### config.mk
export PLATFORM = sky130hd
export DESIGN_NAME = fifo_push_packer
export DESIGN_NICKNAME = d
export VERILOG_FILES = /design/src/rtl/fifo_push_packer.sv
export SDC_FILE = /design/constraint.sdc
export NUM_CORES = 1
export LEC_CHECK = 0
export CAP_MARGIN = 25
export CORE_AREA = 2 2 84 86
export DETAILED_ROUTE_END_ITERATION = 8
export DIE_AREA = 0 0 86 88
export PLACE_DENSITY = 0.92
export RECOVER_POWER = 50
export SYNTH_ARGS = -nofsm -noshare
export SYNTH_HDL_FRONTEND = slang
export SYNTH_SLANG_ARGS = --single-unit
export TNS_END_PERCENT = 100
### constraint.sdc
create_clock -name clk -period 2.78 [get_ports clk]
set_clock_uncertainty 0.15 [all_clocks]
set_input_delay 0.556 -clock clk [delete_from_list [all_inputs] [get_ports clk]]
set_output_delay 0.556 -clock clk [all_outputs]
set_load 0.01 [all_outputs]
### src/rtl/fifo_push_packer.sv
// Packs narrow input beats little-endian into one flagged word and drives a FIFO push port.
// The MSB of each word marks end-of-packet; a packet counter tracks flagged words emitted.
module fifo_push_packer #(
    parameter int DATA_WIDTH = 32,
    parameter int IN_WIDTH   = 8,
    parameter int RATIO      = DATA_WIDTH / IN_WIDTH,
    parameter int CNT_WIDTH  = 16
) (
    input  logic                  clk,
    input  logic                  rst_n,
    input  logic [IN_WIDTH-1:0]   in_data_i,
    input  logic                  in_last_i,
    input  logic                  in_valid_i,
    output logic                  in_grant_o,
    output logic [DATA_WIDTH:0]   out_data_o,
    output logic                  out_valid_o,
    input  logic                  out_grant_i,
    output logic [CNT_WIDTH-1:0]  pkt_count_o
);

    localparam int IDX_W = (RATIO > 2) ? $clog2(RATIO) : 1;
    localparam logic [IDX_W-1:0] LAST_IDX = IDX_W'(RATIO - 1);

    generate
        if (RATIO < 2 || RATIO * IN_WIDTH != DATA_WIDTH) begin : g_bad_ratio
            $error("fifo_push_packer: DATA_WIDTH must be an integer multiple (>=2) of IN_WIDTH");
        end
    endgenerate

    logic [IDX_W-1:0]      idx;
    logic [DATA_WIDTH-1:0] acc_p0;
    logic [DATA_WIDTH-1:0] merged;
    logic [DATA_WIDTH:0]   word_p1;
    logic                  vld_p1;
    logic [CNT_WIDTH-1:0]  pkt_cnt;
    logic                  in_xfer;
    logic                  out_xfer;
    logic                  complete;

    // Grant depends only on the output register, never on in_valid_i.
    assign in_grant_o  = !vld_p1 || out_grant_i;
    assign in_xfer     = in_valid_i && in_grant_o;
    assign out_xfer    = vld_p1 && out_grant_i;
    assign complete    = in_last_i || (idx == LAST_IDX);

    assign out_data_o  = word_p1;
    assign out_valid_o = vld_p1;
    assign pkt_count_o = pkt_cnt;

    always_comb begin
        merged = acc_p0 | (DATA_WIDTH'(in_data_i) << (IN_WIDTH * int'(idx)));
    end

    // Stage p0: lane fill; higher lanes stay zero because the accumulator clears per word.
    always_ff @(posedge clk or negedge rst_n) begin
        if (!rst_n) begin
            idx    <= '0;
            acc_p0 <= '0;
        end else if (in_xfer) begin
            if (complete) begin
                idx    <= '0;
                acc_p0 <= '0;
            end else begin
                idx    <= idx + IDX_W'(1);
                acc_p0 <= merged;
            end
        end
    end

    // Stage p1: output word register, reloads in the same cycle it is drained.
    always_ff @(posedge clk or negedge rst_n) begin
        if (!rst_n) begin
            word_p1 <= '0;
            vld_p1  <= 1'b0;
            pkt_cnt <= '0;
        end else begin
            if (in_xfer && complete) begin
                word_p1 <= {in_last_i, merged};
                vld_p1  <= 1'b1;
            end else if (out_xfer) begin
                vld_p1  <= 1'b0;
            end
            if (out_xfer && word_p1[DATA_WIDTH]) begin
                pkt_cnt <= pkt_cnt + CNT_WIDTH'(1);
            end
        end
    end

endmodule

==> impl_metrics.py <==
metrics = {
    "outcome": {
        "status": "complete, but fails checks",
        "violations": "max-capacitance violations, max-slew violations",
    },
    "global_route": {
        "grtUsageTotal_pct": 20.3,
        "antenna_found_initial": 0,
        "grt_pass1_wl_um": 12000,
        "grt_max_degree": 85,
        "grt_overflow": 0,
        "grt_pass1_vias": 2468,
    },
    "power_and_ir_drop": {
        "ir_drop_mv": 0.300,
        "leakagePower_nw": 1.92,
        "pwr_density_cell_mw_per_mm2": 815,
    },
    "setup_path": {
        "crit_family": "buffers and inverters",
        "cp_data_arrival_time_ns": 1.84,
        "critPathMaxFanout": 4,
        "crit_required_ns": 2.07,
        "critPathMaxStageDelay_ns": 0.60,
        "crit_type": "in -> out",
        "critPathLaunchType": "primary input",
        "cp-end-kind": "output port",
        "crit_slowest_cell": "dlygate4sd3_1",
        "cp.buffers_inverters": 2,
        "path_cells": "dlygate4sd3_1 -> nand2b_1 -> clkdlybuf4s50_1",
    },
    "route": {
        "drt-vias-per-instance": 5.45,
        "wl_um": 7250,
        "drt_iter0_markers": 209,
        "drc": 0,
        "ant_nets": 0,
        "vias": 2579,
        "firstDrtPassIters": 6,
        "avgRoutedWirePerCell_um": 15.3,
    },
    "final_layout": {
        "area_growth_pct": 19.6,
        "drive_gt1_share_pct": 12.7,
        "nets": 404,
        "diodes": 0,
        "design_area_mm2": 0.00432,
        "final_util_pct": 65.1,
        "nFillCells": 499,
    },
    "sta": {
        "rsz0062_at_grt": "no",
        "setup_tns_ns": 0,
        "worst_hold_slack_ns": 0.322,
        "period_needed_ns": 2.55,
        "worst_pin_slew_ns": 1.98,
        "max-slew-margin-rel_pct": -32.2,
        "final_hold_viol_count": 0,
        "drv_slew": 85,
        "fmax_mhz": 392,
        "finalCritPeriodShare_pct": 91.7,
        "setup_viol": 0,
    },
    "synth": {
        "synth_mux_area_share_pct": 0.312,
        "synth_seq_cells": 84,
        "yosys-top-cells-area": "dfrtp_1 58%, a21oi_1 6.6%, o21ai_1 4.4%, nand2_1 4.4%, a21oi_2 3.9%",
        "synthTopCellsByCount": "84 x dfrtp_1, 48 x a21oi_1, 42 x nand2_1",
        "yosysSeqAreaShare_pct": 58.2,
        "synth_top_area_share_pct": 58.2,
        "synth_xor_xnor_area_share_pct": 3.63,
        "synthAdderAreaFrac_pct": 0.692,
        "ys.flop_type": "dfrtp_1",
        "synth_nets": 350,
        "synthCells": 335,
        "synth.largest_area_cell": "dfrtp_1",
        "ys.warnings.count": 0,
        "async_reset_ff_share_pct": 100,
        "synth_top_family_by_area": "simple AND/OR/NAND/NOR gates",
        "synth_edf_count": 0,
        "yosysMostFrequentCell": "dfrtp_1",
        "synth-simple-area-share_pct": 15.5,
        "synth_compound_area_share_pct": 15.4,
        "synth.avg_cell_area_um2": 10.8,
        "yosysUniqueCellTypes": 35,
        "syn-cell-area_mm2": 0.00361,
    },
    "floorplanning": {
        "start_util_pct": 54.4,
        "die_h_um": 88,
        "die_area_mm2": 0.00757,
        "num_rows": 30,
        "pin_count": 64,
        "die_x_um": 86,
        "coreArea_mm2": 0.00664,
    },
    "clocking": {
        "clkSinkCount": 84,
        "postCtsSetupBuffers": 0,
        "cts-resized-gates": 0,
        "clkTransAtPathRegs_ns": 0.08,
        "cts_hold_buf": 0,
        "cts_tree": "done",
        "clockRootBuffer": "clkbuf_8",
        "clkLatencyLatePin_ns": 0.34,
        "cts_buffers": 9,
        "h-tree-depth": 3,
        "clk_path_buf_depth": 2,
    },
    "job": {
        "maxCapViolations": 1,
    },
    "place": {
        "hpwl_um": 4950,
        "port_buffers": 63,
        "postPlaceCellArea_mm2": 0.00418,
        "gp_congestion": 0.755,
    },
    "min_path": {
        "worstHoldPathType": "reg -> reg",
    },
}
==> flip-flops by register name (all words and copies together), names as in the netlist <==
| signal | flops |
|---|---|
| idx | 2 |
| out_data_o | 33 |
| pkt_count_o | 16 |
| out_valid_o | 1 |
| acc_p0 | 32 |
==> final timing paths <==
path	to	cells after the start	from	slack, ns
min	pkt_count_o[15]	1	pkt_count_o[15]	0.32
max	in_grant_o	3	out_grant_i	0.23
min reg2reg	pkt_count_o[15]	1	pkt_count_o[15]	0.32
min in group asynchronous	pkt_count_o[11]	2	rst_n	0.72
max reg2reg	pkt_count_o[15]	4	out_valid_o	0.79
max in group asynchronous	out_data_o[25]	2	rst_n	0.57
==> area by class of cell <==
class	instances	area, µm²	share of cell area [%]
Tap cell	80	100	2.31
Inverter	1	3.75	0.0868
Clock buffer	11	141	3.27
Multi-Input combinational cell	224	1260	29.2
Timing Repair Buffer	69	664	15.4
Clock inverter	4	48.8	1.13
Sequential cell	84	2100	48.6
==> per-stage QoR <==
stage / setup slack [ns] / total power (W) / std cells
floorplan: 1.17 / 0.00222 / 335
global placement: 0.338 / 0.00267 / 458
detailed placement: 0.311 / 0.00272 / 458
CTS: 0.287 / 0.00358 / 473
global route: 0.180 / 0.00375 / 473
finish: 0.232 / 0.00352 / 473
==> layout by cell type, fill, tap and decap left out, types with 3 or more instances in the layout <==
cell type        synthesis  final
a21oi_1                 48     48
a21oi_2                 16     16
and3_1                   6      6
buf_4                    8      3
clkbuf_8                 0     10
clkdlybuf4s50_1          0     61
dfrtp_1                 84     84
nand2_1                 42     42
nand3_1                  3      4
nand4_1                  4      4
nor2_1                  30     30
nor2_2                   7      7
o21ai_0                  1      7
o21ai_1                 32     26
xnor2_1                 11     11
xor2_1                   4      4
==> routing by layer <==
metal	track usage (%)	share of wire, %
met5	0	0
met4	6.93	1.5
met3	4.43	5.1
met2	32.7	50
met1	27.7	43
==> worst reg2reg max path, stage by stage (launching register included) <==
cell and delay, ns:
dfrtp_1 0.42, nand3_1 0.18, nor3_1 0.68, nor4b_4 0.33, xor2_1 0.16
==> cell families after synthesis <==
| kind of cell | after synthesis |
|---|---|
| muxes | 1 |
| xor gates and xnor gates | 15 |
| and+or+nand+nor | 108 |
| AOI/OAI and AO/OA | 98 |
| buffers and inverters | 27 |
| DFF | 84 |
| adders and majority gates | 2 |
==> where the power goes <==
group	internal [W]	switching (W)	total (W)	leakage [nW]
clock network	0.000436	0.000411	0.000846	0.0996
registers	0.00149	0.000195	0.00169	1.11
logic	0.000512	0.000476	0.000988	0.711
No activity file was read; power rests on OpenSTA's default activity.
